<file path="src/rtl/ps2_pkg.sv">
// Shared PS/2 definitions: transmitter state encoding, result codes,
// default cycle counts at 50 MHz and the odd-parity helper.
package ps2_pkg;

    typedef enum logic [2:0] {
        StIdle,
        StInhibit,
        StRelease,
        StData,
        StAck,
        StWaitIdle,
        StError
    } ps2_tx_state_e;

    localparam logic [1:0] PS2_ERR_OK     = 2'b00;
    localparam logic [1:0] PS2_ERR_NORESP = 2'b01;
    localparam logic [1:0] PS2_ERR_PKT    = 2'b10;
    localparam logic [1:0] PS2_ERR_NOACK  = 2'b11;

    // 120 us request-to-send, 15 ms first-clock wait, 2 ms packet budget
    localparam int unsigned PS2_INHIBIT_CYCLES = 6000;
    localparam int unsigned PS2_RESP_TIMEOUT   = 750000;
    localparam int unsigned PS2_PKT_TIMEOUT    = 100000;

    function automatic logic odd_parity(input logic [7:0] d);
        return ~^d;
    endfunction

endpackage

</file>
<file path="src/rtl/ps2_line_sync.sv">
// Two-flop synchronizer for one raw PS/2 line plus a falling-edge strobe.
// Flops reset to 1 (idle line) so leaving reset never fakes an edge.
module ps2_line_sync (
    input  logic clock,
    input  logic resetn,
    input  logic line_in,
    output logic line_sync,
    output logic fell
);

    logic meta_q;
    logic sync_q;
    logic prev_q;

    // Synchronize the pin and keep one cycle of history for edge detection
    always_ff @(posedge clock or negedge resetn) begin
        if (!resetn) begin
            meta_q <= 1'b1;
            sync_q <= 1'b1;
            prev_q <= 1'b1;
        end else begin
            meta_q <= line_in;
            sync_q <= meta_q;
            prev_q <= sync_q;
        end
    end

    assign line_sync = sync_q;
    assign fell      = prev_q & ~sync_q;

endmodule

</file>
<file path="src/rtl/ps2_host_tx.sv">
// Host-to-device PS/2 command transmitter driving open-drain lines via oe.
// Optional macro PS2_TX_TIMEOUT_EN: enables response/packet timeouts
// (err 01/10) and the cycle bound on the ERROR exit.
module ps2_host_tx
    import ps2_pkg::*;
#(
    parameter int unsigned INHIBIT_CYCLES = PS2_INHIBIT_CYCLES,
    parameter int unsigned RESP_TIMEOUT   = PS2_RESP_TIMEOUT,
    parameter int unsigned PKT_TIMEOUT    = PS2_PKT_TIMEOUT
) (
    input  logic       clock,
    input  logic       resetn,
    input  logic [7:0] tx_data,
    input  logic       tx_valid,
    output logic       tx_ready,
    input  logic       ps2_clk_in,
    input  logic       ps2_data_in,
    output logic       ps2_clk_oe,
    output logic       ps2_data_oe,
    output logic       busy,
    output logic       done,
    output logic [1:0] err
);

    localparam int unsigned CntMax0 = (INHIBIT_CYCLES > RESP_TIMEOUT) ? INHIBIT_CYCLES
                                                                      : RESP_TIMEOUT;
    localparam int unsigned CntMax  = (CntMax0 > PKT_TIMEOUT) ? CntMax0 : PKT_TIMEOUT;
    localparam int unsigned CntW    = $clog2(CntMax + 2);
    localparam logic [CntW-1:0] CntOne = CntW'(1);

    ps2_tx_state_e   state_q, state_d;
    logic [CntW-1:0] cnt_q, cnt_d;
    logic [3:0]      bit_q, bit_d;
    logic [7:0]      shift_q, shift_d;
    logic            par_q, par_d;
    logic            clk_oe_q, clk_oe_d;
    logic            data_oe_q, data_oe_d;
    logic [1:0]      err_q, err_d;

    logic clk_s, clk_fe, data_s, data_fe_unused;
    logic lines_high;
    logic resp_expired, pkt_expired, err_bound;

    ps2_line_sync u_clk_sync (
        .clock     (clock),
        .resetn    (resetn),
        .line_in   (ps2_clk_in),
        .line_sync (clk_s),
        .fell      (clk_fe)
    );

    ps2_line_sync u_data_sync (
        .clock     (clock),
        .resetn    (resetn),
        .line_in   (ps2_data_in),
        .line_sync (data_s),
        .fell      (data_fe_unused)
    );

    assign lines_high = clk_s & data_s;

`ifdef PS2_TX_TIMEOUT_EN
    assign resp_expired = (cnt_q == CntW'(RESP_TIMEOUT - 1));
    assign pkt_expired  = (cnt_q == CntW'(PKT_TIMEOUT - 1));
    assign err_bound    = (cnt_q == CntW'(INHIBIT_CYCLES - 1));
`else
    assign resp_expired = 1'b0;
    assign pkt_expired  = 1'b0;
    assign err_bound    = 1'b0;
`endif

    // State, datapath and registered line-enable flops
    always_ff @(posedge clock or negedge resetn) begin
        if (!resetn) begin
            state_q   <= StIdle;
            cnt_q     <= '0;
            bit_q     <= '0;
            shift_q   <= '0;
            par_q     <= 1'b0;
            clk_oe_q  <= 1'b0;
            data_oe_q <= 1'b0;
            err_q     <= PS2_ERR_OK;
        end else begin
            state_q   <= state_d;
            cnt_q     <= cnt_d;
            bit_q     <= bit_d;
            shift_q   <= shift_d;
            par_q     <= par_d;
            clk_oe_q  <= clk_oe_d;
            data_oe_q <= data_oe_d;
            err_q     <= err_d;
        end
    end

    // Next-state, next line enables and the done strobe
    always_comb begin
        state_d   = state_q;
        cnt_d     = cnt_q;
        bit_d     = bit_q;
        shift_d   = shift_q;
        par_d     = par_q;
        clk_oe_d  = clk_oe_q;
        data_oe_d = data_oe_q;
        err_d     = err_q;
        done      = 1'b0;

        unique case (state_q)
            StIdle: begin
                clk_oe_d  = 1'b0;
                data_oe_d = 1'b0;
                if (tx_valid) begin
                    state_d  = StInhibit;
                    shift_d  = tx_data;
                    par_d    = odd_parity(tx_data);
                    err_d    = PS2_ERR_OK;
                    bit_d    = '0;
                    cnt_d    = '0;
                    clk_oe_d = 1'b1;
                end
            end
            StInhibit: begin
                // Device edges seen here are our own clock pull-down; ignore them
                cnt_d = cnt_q + CntOne;
                if (cnt_q == CntW'(INHIBIT_CYCLES - 1)) begin
                    data_oe_d = 1'b1;
                end
                if (cnt_q == CntW'(INHIBIT_CYCLES)) begin
                    state_d  = StRelease;
                    clk_oe_d = 1'b0;
                    cnt_d    = '0;
                end
            end
            StRelease: begin
                // Timeout takes priority over a coincident device edge
                if (resp_expired) begin
                    state_d   = StError;
                    err_d     = PS2_ERR_NORESP;
                    data_oe_d = 1'b0;
                    cnt_d     = '0;
                end else if (clk_fe) begin
                    state_d   = StData;
                    data_oe_d = ~shift_q[0];
                    bit_d     = 4'd1;
                    cnt_d     = '0;
                end else begin
                    cnt_d = cnt_q + CntOne;
                end
            end
            StData: begin
                if (pkt_expired) begin
                    state_d   = StError;
                    err_d     = PS2_ERR_PKT;
                    data_oe_d = 1'b0;
                    cnt_d     = '0;
                end else begin
                    cnt_d = cnt_q + CntOne;
                    if (clk_fe) begin
                        bit_d = bit_q + 4'd1;
                        if (bit_q < 4'd8) begin
                            data_oe_d = ~shift_q[bit_q[2:0]];
                        end else if (bit_q == 4'd8) begin
                            data_oe_d = ~par_q;
                        end else begin
                            // Stop bit: release data and let the device ACK
                            data_oe_d = 1'b0;
                            state_d   = StAck;
                        end
                    end
                end
            end
            StAck: begin
                if (pkt_expired) begin
                    state_d = StError;
                    err_d   = PS2_ERR_PKT;
                    cnt_d   = '0;
                end else begin
                    cnt_d = cnt_q + CntOne;
                    if (clk_fe) begin
                        if (data_s) begin
                            state_d = StError;
                            err_d   = PS2_ERR_NOACK;
                            cnt_d   = '0;
                        end else begin
                            state_d = StWaitIdle;
                        end
                    end
                end
            end
            StWaitIdle: begin
                if (lines_high) begin
                    done    = 1'b1;
                    err_d   = PS2_ERR_OK;
                    state_d = StIdle;
                end
            end
            StError: begin
                clk_oe_d  = 1'b0;
                data_oe_d = 1'b0;
                cnt_d     = cnt_q + CntOne;
                if (lines_high || err_bound) begin
                    done    = 1'b1;
                    state_d = StIdle;
                    cnt_d   = '0;
                end
            end
            default: begin
                state_d   = StIdle;
                clk_oe_d  = 1'b0;
                data_oe_d = 1'b0;
            end
        endcase
    end

    assign tx_ready    = (state_q == StIdle);
    assign busy        = ~tx_ready;
    assign ps2_clk_oe  = clk_oe_q;
    assign ps2_data_oe = data_oe_q;
    assign err         = err_q;

endmodule

</file>
<file path="config.mk">
export PLATFORM = sky130hd
export DESIGN_NAME = ps2_host_tx
export DESIGN_NICKNAME = d
export VERILOG_FILES = /design/src/rtl/ps2_pkg.sv /design/src/rtl/ps2_line_sync.sv /design/src/rtl/ps2_host_tx.sv
export SDC_FILE = /design/constraint.sdc
export NUM_CORES = 1
export LEC_CHECK = 0
export CAP_MARGIN = 5
export CELL_PAD_IN_SITES_DETAIL_PLACEMENT = 1
export CELL_PAD_IN_SITES_GLOBAL_PLACEMENT = 2
export CORE_UTILIZATION = 37
export CTS_CLUSTER_SIZE = 40
export DETAILED_ROUTE_END_ITERATION = 7
export HOLD_SLACK_MARGIN = 0.06
export PLACE_DENSITY = 0.88
export SLEW_MARGIN = 40
export SYNTH_ARGS = -nofsm -noshare
export SYNTH_HDL_FRONTEND = slang
export SYNTH_SLANG_ARGS = --single-unit
</file>
<file path="constraint.sdc">
create_clock -name clock -period 2.03 [get_ports clock]
set_input_delay 0.609 -clock clock [delete_from_list [all_inputs] [get_ports clock]]
set_output_delay 0.609 -clock clock [all_outputs]
set_load 0.01 [all_outputs]
</file>
==> results of run 1 <==
==> cells in the final DEF, fill, tap and decap left out, types with 3 or more instances in the layout <==
| cell | netlist | final |
|---|---|---|
| sky130_fd_sc_hd__a21oi_1 | 10 | 10 |
| sky130_fd_sc_hd__a31oi_1 | 3 | 3 |
| sky130_fd_sc_hd__and3_1 | 4 | 4 |
| sky130_fd_sc_hd__buf_4 | 1 | 41 |
| sky130_fd_sc_hd__buf_6 | 1 | 6 |
| sky130_fd_sc_hd__clkbuf_8 | 0 | 5 |
| sky130_fd_sc_hd__clkdlybuf4s50_1 | 0 | 14 |
| sky130_fd_sc_hd__dfrtp_1 | 39 | 36 |
| sky130_fd_sc_hd__dfrtp_2 | 0 | 3 |
| sky130_fd_sc_hd__dfstp_2 | 5 | 5 |
| sky130_fd_sc_hd__ha_1 | 4 | 4 |
| sky130_fd_sc_hd__inv_1 | 10 | 10 |
| sky130_fd_sc_hd__mux2_2 | 9 | 9 |
| sky130_fd_sc_hd__mux2i_1 | 3 | 3 |
| sky130_fd_sc_hd__nand2_1 | 25 | 23 |
| sky130_fd_sc_hd__nand2b_1 | 4 | 4 |
| sky130_fd_sc_hd__nand3_1 | 11 | 11 |
| sky130_fd_sc_hd__nand4_1 | 6 | 6 |
| sky130_fd_sc_hd__nor2_1 | 25 | 24 |
| sky130_fd_sc_hd__nor3_1 | 11 | 10 |
| sky130_fd_sc_hd__nor4_2 | 0 | 3 |
| sky130_fd_sc_hd__o21ai_0 | 17 | 16 |
| sky130_fd_sc_hd__xnor2_1 | 16 | 16 |
| sky130_fd_sc_hd__xor2_1 | 3 | 3 |
==> worst max-delay path: cells and delay by family (launching register included) <==
family / cells / cell delay, ps
flip-flops: 1 / 400
adder cells (fa/ha/maj): 1 / 150
buffers and inverters: 2 / 280
AND/OR/NAND/NOR: 2 / 380
AO/OA/AOI/OAI: 3 / 630
==> cells by family (layout without fill, tap and decap cells) <==
kind of cell             count (synthesis)  in the layout  synth area share (%)
buffers and inverters                   21             86                 3.891
AND/OR/NAND/NOR                        108            108                 23.55
XOR/XNOR                                19             19                 6.721
adder cells (fa/ha/maj)                  4              4                 2.021
AO/OA/AOI/OAI                           49             49                 12.89
flip-flops                              44             44                 44.72
multiplexers                            13             13                 6.215
==> how the worst max path moves through the flow <==
| stage | cells past startpoint | start | end | slack (ps) |
|---|---|---|---|---|
| final | 8 | cnt_q[1]$_DFFE_PN0P_ | state_q[2]$_DFFE_PN0P_ | 60 |
| after global routing | 8 | cnt_q[1]$_DFFE_PN0P_ | state_q[2]$_DFFE_PN0P_ | -30 |
| after CTS | 7 | cnt_q[15]$_DFFE_PN0P_ | state_q[1]$_DFFE_PN0P_ | -10 |
| after detailed placement | 5 | tx_valid | bit_q[2]$_DFFE_PN0P_ | -330 |
| after global placement | 5 | tx_valid | bit_q[2]$_DFFE_PN0P_ | -290 |
| after floorplan | 5 | state_q[2]$_DFFE_PN0P_ | busy | 60 |
==> where the power goes <==
part           total, mW  switching [mW]  leakage [nW]  internal [mW]
clock              0.683           0.317        0.0552          0.366
sequential         0.918          0.0161         0.549          0.902
combinational      0.124          0.0557         0.804         0.0680
==> state kept, by name, summed over array words and instances, names as in the netlist <==
register,flops
ps2_data_oe,1
state_q,3
u_data_sync.meta_q,1
par_q,1
u_data_sync.line_sync,1
err,1
u_clk_sync.meta_q,1
ps2_clk_oe,1
u_clk_sync.line_sync,1
bit_q,4
shift_q,8
u_clk_sync.prev_q,1
cnt_q,20
==> layer usage <==
layer	vias to the layer above	global-route usage [%]	share of wire, %
met1	1098	31.34	50
met5	-	0	0
met4	0	7.524	1.4
met2	29	32.34	46
met3	7	3.660	2.0
li1	1049	-	-
==> final cells by class <==
cell class                 count  area [sq um]  area share, %
tap                           77         96.34          2.891
multi-input combinational    193          1384          41.53
clock buffer                   6         72.57          2.178
clock inverter                 2         35.03          1.051
inverter                      10         37.54          1.127
timing repair buffer          68         595.6          17.87
sequential                    44          1111          33.35
==> what timing repair did <==
item	4_1_cts	5_1_grt
buffers inserted	7	5
endpoints found under the setup margin	22	24
resized for setup	19	17
pin swaps	6	10
==> per-stage QoR <==
step | total power [mW] | setup slack [ps]
2_1_floorplan | 0.9858 | 55.58
3_3_place_gp | 1.052 | -290.8
3_5_place_dp | 1.058 | -334.4
4_1_cts | 1.739 | -14.54
5_1_grt | 1.792 | -32.37
6_report | 1.724 | 57.26
==> impl_summary.log, run 1 <==
INFO  metric timing.rr.end = state_q[2]$_DFFE_PN0P_
INFO  metric clock_skew = 7.985 ps
INFO  metric core_area = 6422 sq um
INFO  metric max_slew_violation_count = 0
INFO  metric start_kind = register
INFO  metric worst_slew_margin_rel = 68.95%
INFO  metric design.portCount = 20
INFO  metric synth_async_sr_flop_share = 100.0%
INFO  metric synth-seq-cells = 44
INFO  metric nets = 339
INFO  metric grt.overflow.total = 0
INFO  metric last_weighted_congestion_value_of_the_routability_driven_placer = 0.8466
INFO  metric maxCapViolations = 0
INFO  metric grt_setup_unrepaired = true
INFO  metric leakagePower = between 1 and 1.5 nW
INFO  metric worst_ir_drop_vdd = approximately 310 uV
INFO  metric r2r.worst_path.cells = 8
INFO  metric avgRoutedWirePerCell = 17.90 um
INFO  metric min-delay-path-class = in -> async
INFO  metric violations = DRC
INFO  metric tightest_slew = 465.7 ps
INFO  metric drt_iter0_markers = 115
INFO  metric synth_nets = 275
INFO  metric slowest_stage_cell_on_the_critical_path = sky130_fd_sc_hd__dfrtp_1
INFO  metric dr.pass1.iters = 6
INFO  metric total_of_endpoints_with_negative_setup_slack_in_the_final_report = 0
INFO  metric synth.largest_area_cell = sky130_fd_sc_hd__dfrtp_1
INFO  metric period_minus_slack = around 2000 ps
INFO  metric status = complete, but fails checks
INFO  metric dpl.hpwl = 4.832 mm
INFO  metric synth_top_area_share = 39.41%
INFO  metric die_width = roughly 84 um
INFO  metric critical_path.max_fanout = 9
INFO  metric ctsHoldBuffers = 0
INFO  metric placementRows = 29
INFO  metric yosysUniqueCellTypes = 53
INFO  metric finalNonFillerCells = 400
INFO  metric critical_register_to_register_path_startpoint = cnt_q[1]$_DFFE_PN0P_
INFO  metric max_freq = 506.9 MHz
INFO  metric ys.flop_type = sky130_fd_sc_hd__dfrtp_1
INFO  metric clock-root-buffer = sky130_fd_sc_hd__clkbuf_8
INFO  metric antenna_found_initial = 0
INFO  metric syn2layout_area_growth = 34.56%
INFO  metric final.period_utilization = 97.18%
INFO  metric grt_pass1_vias = 2,217
INFO  metric tritoncts_num_sinks = 44
INFO  metric hold_viol_final = 0
INFO  metric yosys-top-cells-area = sky130_fd_sc_hd__dfrtp_1 (39%), sky130_fd_sc_hd__xnor2_1 (5.7%), sky130_fd_sc_hd__dfstp_2 (5.3%), sky130_fd_sc_hd__mux2_2 (4.1%), sky130_fd_sc_hd__nand2_1 (3.8%)
INFO  metric total_routing_usage_gr = 21.55%
INFO  metric critical_path_arrival = 2150 ps
INFO  metric yosysMostFrequentCell = sky130_fd_sc_hd__dfrtp_1
INFO  metric via_per_inst = 5.458
INFO  metric grt_start_max_net_pins = 28
INFO  metric clkSlewWorstSetupHoldPaths = 90 ps
INFO  metric critical_path_sink_type = register
INFO  metric slowest_delay = 400 ps
INFO  metric drtAntennaViolNets = 0
INFO  metric tritoncts.num_buffers = 5
INFO  metric initial_utilization = 38.55%
INFO  metric syn_inst = 258
INFO  metric tns = 0 ps
INFO  metric first_pass_grt_wire_length = around 12 mm
INFO  metric cellPowerDensity = 517.4 nW/um^2
INFO  metric sequential_share_of_the_synthesized_area = roughly 45%
INFO  metric timing.critical_path.required = about 2200 ps
INFO  metric die_area = 7023 sq um
INFO  metric synthesis.area = 2476 sq um
INFO  metric ctsHtreeMaxLevel = 2
INFO  metric placement.io_buffers = 19
INFO  metric number_of_diodes = 0
INFO  metric dp.cells = between 300 and 400
INFO  metric post_synth_edffs = 0
INFO  metric critical_path_cell_sequence = inv_1 > ha_1 > nand4bb_1 > or3b_1 > o221ai_4 > buf_4 > o31ai_1 > o21ai_0
INFO  metric reg2reg_setup_slack = about 57 ps
INFO  metric synthTopCellsByCount = sky130_fd_sc_hd__dfrtp_1 (39), sky130_fd_sc_hd__nand2_1 (25), sky130_fd_sc_hd__nor2_1 (25)
INFO  metric worst_hold_slack = 243.9 ps
INFO  metric finalWirelength = 7.158 mm
INFO  metric avgSynthCellArea = 9.597 sq um
INFO  metric worstSkewPairLatency = 310 ps
INFO  metric detailroute.via_count = around 2,200
INFO  metric fp.dieH = 83.81 um
INFO  metric synth-warning-count = 0
INFO  metric remaining_drc_errors = 1
INFO  metric final_cell_area = 3332 sq um
INFO  metric max-clock-path-buffers = 2
INFO  metric clock_tree_from_tritoncts = yes
INFO  metric drive_gt1_share = a little under a third
INFO  metric timing_worst_setup_path_type = reg -> reg
INFO  metric fillCellCount = 738
INFO  metric fin_util = 51.88%
INFO  metric place_area = ~3000 sq um
Note: power is estimated with default switching activity, not from simulation.
==> inputs of run 2 (changes only) <==
--- a/config.mk
+++ b/config.mk
@@ -5,14 +5,14 @@
 export SDC_FILE = /design/constraint.sdc
 export NUM_CORES = 1
 export LEC_CHECK = 0
-export CAP_MARGIN = 5
+export CAP_MARGIN = 20
 export CELL_PAD_IN_SITES_DETAIL_PLACEMENT = 1
 export CELL_PAD_IN_SITES_GLOBAL_PLACEMENT = 2
-export CORE_UTILIZATION = 37
+export CORE_UTILIZATION = 30
 export CTS_CLUSTER_SIZE = 40
 export DETAILED_ROUTE_END_ITERATION = 7
 export HOLD_SLACK_MARGIN = 0.06
-export PLACE_DENSITY = 0.88
+export PLACE_DENSITY = 0.75
 export SLEW_MARGIN = 40
 export SYNTH_ARGS = -nofsm -noshare
 export SYNTH_HDL_FRONTEND = slang
==> impl_summary.log, run 2 (synthesis gave the netlist of run 1 again) <==
INFO  metric period_minus_slack = 1991 ps (+17.85 ps)
INFO  metric antenna_found_initial = 0 (unchanged)
INFO  metric finalWirelength = 7.052 mm (-1.5%)
INFO  metric clkSlewWorstSetupHoldPaths = 100 ps (about the same)
INFO  metric drt_iter0_markers = 127 (+10%)
INFO  metric timing.rr.end = cnt_q[4]$_DFFE_PN0P_
INFO  metric critical_path_sink_type = register
INFO  metric detailroute.via_count = 2,153 (-1.4%)
INFO  metric leakagePower = 1.409 nW (about the same)
INFO  metric worstSkewPairLatency = 310 ps (about the same)
INFO  metric critical_register_to_register_path_startpoint = cnt_q[17]$_DFFE_PN0P_
INFO  metric tns = 0 ps (unchanged)
INFO  metric placementRows = 32 (+10%)
INFO  metric clock_skew = 10.27 ps (+2.286 ps)
INFO  metric die_area = 8621 sq um (+23%)
INFO  metric largest_register = cnt_q
INFO  metric total_routing_usage_gr = 17.50% (-4.1 points)
INFO  metric initial_utilization = 31.55% (-7.0 points)
INFO  metric worst_setup_slack_before_clock_tree_synthesis = -396.4 ps (-62.04 ps)
INFO  metric drtAntennaViolNets = 0 (unchanged)
INFO  metric status = finished clean
INFO  metric globalRoute.busiestLayer = met2
INFO  metric final_common_cell = sky130_fd_sc_hd__buf_4
INFO  metric max-clock-path-buffers = 2 (unchanged)
INFO  metric remaining_drc_errors = 0 (-1)
INFO  metric worst_setup_path_endpoint = cnt_q[4]$_DFFE_PN0P_
INFO  metric first_pass_grt_wire_length = 11.61 mm (+0.17%)
INFO  metric placement.io_buffers = 19 (unchanged)
INFO  metric last_weighted_congestion_value_of_the_routability_driven_placer = 0.8220 (-2.9%)
INFO  metric core_area = 7848 sq um (+22%)
INFO  metric tritoncts_num_sinks = 44 (unchanged)
INFO  metric fin_util = 43.54% (-8.3 points)
INFO  metric worst_hold_slack = 237.0 ps (-6.897 ps)
INFO  metric cellPowerDensity = 482.8 nW/um^2 (-6.7%)
INFO  metric timing.critical_path.required = 2210 ps (about the same)
INFO  metric clock-root-buffer = sky130_fd_sc_hd__clkbuf_8
INFO  metric dp.cells = 411 (+8.2%)
INFO  metric nets = 343 (+1.2%)
INFO  metric syn2layout_area_growth = 38.00%
INFO  metric min-delay-path-class = in -> async
INFO  metric reg2reg_setup_slack = 40 ps (-20 ps)
INFO  metric fp.dieH = 92.85 um (+11%)
INFO  metric ctsHtreeMaxLevel = 2 (unchanged)
INFO  metric tritoncts.num_buffers = 5 (unchanged)
INFO  metric grt.overflow.total = 0 (unchanged)
INFO  metric largest_register_ffs = 20 (unchanged)
INFO  metric grt_setup_unrepaired = true
INFO  metric gr-usage-met2 = 26.96% (-5.4 points)
INFO  metric finalNonFillerCells = 429 (+7.2%)
INFO  metric dpl.hpwl = 5.071 mm (+5.0%)
INFO  metric r2r.worst_path.cells = 6 (-2)
INFO  metric worst_slew_margin_rel = 66.76% (-2.2 points)
INFO  metric biggestRegsByFlops = cnt_q: 20 flops, shift_q: 8 flops, bit_q: 4 flops
INFO  metric timing_worst_setup_path_type = reg -> reg
INFO  metric groute.layer.met3.usage = 2.791% (-0.87 points)
INFO  metric critical_path.max_fanout = 16 (+7)
INFO  metric die_width = 92.85 um (+11%)
INFO  metric setup_slack_after_layout = 39.41 ps (-17.85 ps)
INFO  metric avgRoutedWirePerCell = 16.44 um (-8.1%)
INFO  metric critical_path_arrival = 2170 ps (+20 ps)
INFO  metric grt_start_max_net_pins = 29 (+3.6%)
INFO  metric final.period_utilization = 98.06% (+0.88 points)
INFO  metric max_freq = 502.4 MHz (-0.90%)
INFO  metric place_area = 3065 sq um (+2.1%)
INFO  metric fin_total_pwr = 1.650 mW (-4.3%)
INFO  metric grt_pass1_vias = 2,199 (-0.81%)
INFO  metric met1_track_demand_over_resource_in_global_routing = 25.35% (-6.0 points)
INFO  metric total_of_endpoints_with_negative_setup_slack_in_the_final_report = 0 (unchanged)
INFO  metric clock_tree_from_tritoncts = yes
INFO  metric tightest_slew = 498.7 ps (+32.98 ps)
INFO  metric max_slew_violation_count = 0 (unchanged)
INFO  metric design.portCount = 20 (unchanged)
INFO  metric maxCapViolations = 0 (unchanged)
INFO  metric drive_gt1_share = 33.03% (+2.4 points)
INFO  metric final_cell_area = 3417 sq um (+2.6%)
INFO  metric number_of_diodes = 0 (unchanged)
INFO  metric start_kind = register
INFO  metric timing.critical_path.from = cnt_q[17]$_DFFE_PN0P_
INFO  metric via_per_inst = 5.019 (-8.0%)
INFO  metric dr.pass1.iters = 4 (-2)
INFO  metric worst_ir_drop_vdd = 250.1 uV (-18%)
INFO  metric hold_viol_final = 0 (unchanged)
INFO  metric commonest_cells_after_routing_fill_and_taps_aside = sky130_fd_sc_hd__buf_4 (45), sky130_fd_sc_hd__dfrtp_1 (36), sky130_fd_sc_hd__nand2_1 (24), sky130_fd_sc_hd__nor2_1 (24), sky130_fd_sc_hd__xnor2_1 (16)
==> run 2: worst min path at each step <==
| stage | to | slack [ps] | cells after the start |
|---|---|---|---|
| 2_1_floorplan | bit_q[0]$_DFFE_PN0P_ | 310 | 0 |
| 6_report | cnt_q[6]$_DFFE_PN0P_ | 240 | 1 |
| 3_5_place_dp | u_data_sync.line_sync$_DFF_PN1_ | 350 | 0 |
| 5_1_grt | cnt_q[8]$_DFFE_PN0P_ | 270 | 1 |
| 3_3_place_gp | u_data_sync.line_sync$_DFF_PN1_ | 350 | 0 |
| 4_1_cts | shift_q[7]$_DFFE_PN0P_ | 250 | 1 |
==> run 2: cell type report <==
cell class              count  area [sq um]
clock buffers               5         68.82
clock inverters             3         26.28
fillers                   929          4431
inverters                  10         37.54
multi-input cells         193          1414
flip-flops and latches     44          1111
well taps                 102         127.6
repair buffers             72         631.9
==> run 2: layer usage <==
layer | vias up | share of wire, %
met5 | - | 0
met4 | 0 | 1.0
met3 | 4 | 2.3
met2 | 26 | 45
met1 | 1065 | 52
li1 | 1058 | -
==> run 2: critical path, stage by stage, from the launching register on <==
cell and delay (ps):
sky130_fd_sc_hd__dfrtp_1 410, sky130_fd_sc_hd__nor4_2 280, sky130_fd_sc_hd__nand4_1 230, sky130_fd_sc_hd__a221o_2 460, sky130_fd_sc_hd__nor3_4 220, sky130_fd_sc_hd__buf_12 170
sky130_fd_sc_hd__o22ai_1 80
==> run 2: timing repair <==
action / 4_1_cts / 5_1_grt
endpoints found under the setup margin: 24 / 21
buffers inserted: 2 / 8
gates cloned: 0 / 0
hold buffers: 0 / 0
resized for setup: 18 / 26
pin swaps: 3 / 7
==> run 2: power breakdown <==
part,switching (mW),internal (mW)
clock,0.353,0.254
sequential,0.0125,0.901
combinational,0.0592,0.0696
total,0.425,1.23
==> inputs of run 3 (changes only) <==
--- a/config.mk
+++ b/config.mk
@@ -8,6 +8,7 @@
 export CAP_MARGIN = 20
 export CELL_PAD_IN_SITES_DETAIL_PLACEMENT = 1
 export CELL_PAD_IN_SITES_GLOBAL_PLACEMENT = 2
+export CORE_MARGIN = 2
 export CORE_UTILIZATION = 30
 export CTS_CLUSTER_SIZE = 40
 export DETAILED_ROUTE_END_ITERATION = 7
==> impl_summary.log, run 3 (synthesis gave the netlist of run 1 again) <==
INFO  metric clock_tree_from_tritoncts = yes
INFO  metric dp.cells = 413 (+0.49%)
INFO  metric maxCapViolations = 0 (unchanged)
INFO  metric finalNonFillerCells = 428 (-0.23%)
INFO  metric final.period_utilization = 94.25% (-3.8 points)
INFO  metric placementRows = 33 (+3.1%)
INFO  metric max-clock-path-buffers = 2 (unchanged)
INFO  metric die_area = 8997 sq um (+4.4%)
INFO  metric grt.overflow.total = 0 (unchanged)
INFO  metric syn2layout_area_growth = 34.87%
INFO  metric max_slew_violation_count = 0 (unchanged)
INFO  metric worst_path_dominant_cell_family = compound AO/OA/AOI/OAI gates
INFO  metric tritoncts.num_buffers = 5 (unchanged)
INFO  metric last_weighted_congestion_value_of_the_routability_driven_placer = 0.7791 (-5.2%)
INFO  metric detail_route.wirelength.met1 = 3.324 mm (-8.9%)
INFO  metric finalWirelength = 6.611 mm (-6.3%)
INFO  metric timing.critical_path.required = 2210 ps (about the same)
INFO  metric commonest_cells_after_routing_fill_and_taps_aside = sky130_fd_sc_hd__buf_4 (41), sky130_fd_sc_hd__dfrtp_1 (37), sky130_fd_sc_hd__nand2_1 (25)
INFO  metric via_per_inst = 5.012 (-0.14%)
INFO  metric total_of_endpoints_with_negative_setup_slack_in_the_final_report = 0 (unchanged)
INFO  metric critical_path_sink_type = register
INFO  metric slowest_delay = 430 ps (-30 ps)
INFO  metric critical_register_to_register_path_startpoint = cnt_q[16]$_DFFE_PN0P_
INFO  metric critical_path.max_fanout = 4 (-12)
INFO  metric period_minus_slack = 1913 ps (-77.28 ps)
INFO  metric max_freq = 522.7 MHz (+4.0%)
INFO  metric fin_total_pwr = 1.652 mW (+0.11%)
INFO  metric core_area = 8093 sq um (+3.1%)
INFO  metric largest_register_ffs = 20 (unchanged)
INFO  metric clock-root-buffer = sky130_fd_sc_hd__clkbuf_8
INFO  metric critical_path_cell_sequence = nor4_4 > nand4_1 > a221o_2 > buf_6 > o311ai_4 > o31ai_1
INFO  metric die_width = 94.85 um (+2.2%)
INFO  metric drt_iter0_markers = 68 (-46%)
INFO  metric antenna_found_initial = 0 (unchanged)
INFO  metric fin_util = 41.26% (-2.3 points)
INFO  metric remaining_drc_errors = 0 (unchanged)
INFO  metric status = finished clean
INFO  metric clkSlewWorstSetupHoldPaths = 100 ps (about the same)
INFO  metric worst_slew_margin_rel = 65.50% (-1.3 points)
INFO  metric hold_viol_final = 0 (unchanged)
INFO  metric tns = 0 ps (unchanged)
INFO  metric ctsHoldBuffers = 0 (unchanged)
INFO  metric wl_met2 = 3.051 mm (-3.7%)
INFO  metric number_of_diodes = 0 (unchanged)
INFO  metric fp.dieH = 94.85 um (+2.2%)
INFO  metric detailroute.via_count = 2,145 (-0.37%)
INFO  metric wl_met3 = 162 um (+1.9%)
INFO  metric ctsHtreeMaxLevel = 2 (unchanged)
INFO  metric leakagePower = 1.382 nW (-1.9%)
INFO  metric worst_hold_slack = 217.6 ps (-19.39 ps)
INFO  metric grt_start_max_net_pins = 26 (-10%)
INFO  metric final_common_cell = sky130_fd_sc_hd__buf_4
INFO  metric avgRoutedWirePerCell = 15.45 um (-6.0%)
INFO  metric reg2reg_setup_slack = 120 ps (+80 ps)
INFO  metric drive_gt1_share = 29.41% (-3.6 points)
INFO  metric cp_num_buf_inv = 1 (unchanged)
INFO  metric placement.io_buffers = 19 (unchanged)
INFO  metric dr.pass1.iters = 4 (unchanged)
INFO  metric critical_path_arrival = 2100 ps (-70 ps)
INFO  metric worst_ir_drop_vdd = 227.7 uV (-8.9%)
INFO  metric timing.rr.end = cnt_q[5]$_DFFE_PN0P_
INFO  metric min-delay-path-class = in -> async
INFO  metric biggestRegsByFlops = cnt_q: 20 flops, shift_q: 8 flops, bit_q: 4 flops
INFO  metric cellPowerDensity = 494.6 nW/um^2 (+2.4%)
INFO  metric grt_setup_unrepaired = true
INFO  metric initial_utilization = 30.60% (-0.96 points)
INFO  metric drtAntennaViolNets = 0 (unchanged)
INFO  metric total_routing_usage_gr = 15.92% (-1.6 points)
INFO  metric dr.max_layer_used = met4
INFO  metric worstSkewPairLatency = 310 ps (about the same)
INFO  metric nets = 339 (-1.2%)
INFO  metric design.portCount = 20 (unchanged)
INFO  metric grt_pass1_vias = 2,224 (+1.1%)
INFO  metric first_pass_grt_wire_length = 11.18 mm (-3.7%)
INFO  metric timing.critical_path.from = cnt_q[16]$_DFFE_PN0P_
INFO  metric r2r.worst_path.cells = 6 (unchanged)
INFO  metric clock_skew = 9.387 ps (-0.8839 ps)
INFO  metric tritoncts_num_sinks = 44 (unchanged)
INFO  metric slowest_stage_cell_on_the_critical_path = sky130_fd_sc_hd__a221o_2
INFO  metric start_kind = register
INFO  metric timing_worst_setup_path_type = reg -> reg
INFO  metric tightest_slew = 517.5 ps (+18.79 ps)
INFO  metric largest_register = cnt_q
INFO  metric dpl.hpwl = 4.854 mm (-4.3%)
run 3: worst reg2reg max path: stages (launching register included):
cell and delay (ps):
sky130_fd_sc_hd__dfrtp_1 420, sky130_fd_sc_hd__nor4_4 310, sky130_fd_sc_hd__nand4_1 170, sky130_fd_sc_hd__a221o_2 430, sky130_fd_sc_hd__buf_6 150, sky130_fd_sc_hd__o311ai_4 210
sky130_fd_sc_hd__o31ai_1 110
run 3: cell type report:
cell class / count / area (sq um)
inverter: 10 / 37.54
clock buffer: 5 / 68.82
fill: 955 / 4753
timing repair buffer: 68 / 618.1
sequential: 44 / 1110
multi-input combinational: 193 / 1349
tap: 105 / 131.4
clock inverter: 3 / 25.02
run 3: per-stage QoR:
step	worst slack, ps	area (sq um)
final	116.7	3339
after global routing	-11.94	3339
after CTS	2.638	3259
after detailed placement	-402.8	3099
after global placement	-370.8	3099
after floorplan	55.58	2476
run 3: power by group:
group	switching [mW]	internal [mW]	leakage (nW)
Clock	0.358	0.252	0.0452
Combinational	0.0566	0.0695	0.787
Sequential	0.0139	0.902	0.550
Total	0.429	1.22	1.38
run 3: repair_timing:
action | CTS | global route
gates resized for setup | 14 | 12
endpoints found under the setup margin | 22 | 21
hold endpoints to repair | 0 | 0
pin swaps | 5 | 7
setup buffers | 5 | 3
run 3: how the worst max path moves through the flow:
stage                       endpoint  slack [ps]  cells past startpoint
6_report        cnt_q[5]$_DFFE_PN0P_         120                      6
5_1_grt        cnt_q[17]$_DFFE_PN0P_         -10                      6
4_1_cts         cnt_q[5]$_DFFE_PN0P_           3                      6
3_5_place_dp   cnt_q[13]$_DFFE_PN0P_        -400                      7
3_3_place_gp   cnt_q[13]$_DFFE_PN0P_        -370                      7
2_1_floorplan                   busy          60                      5
run 3: routing by layer:
metal  vias to the layer above  track usage [%]
met4                         0            4.710
met1                      1059            23.03
met5                         -                0
met2                        29            25.00
li1                       1052                -
met3                         5            1.836
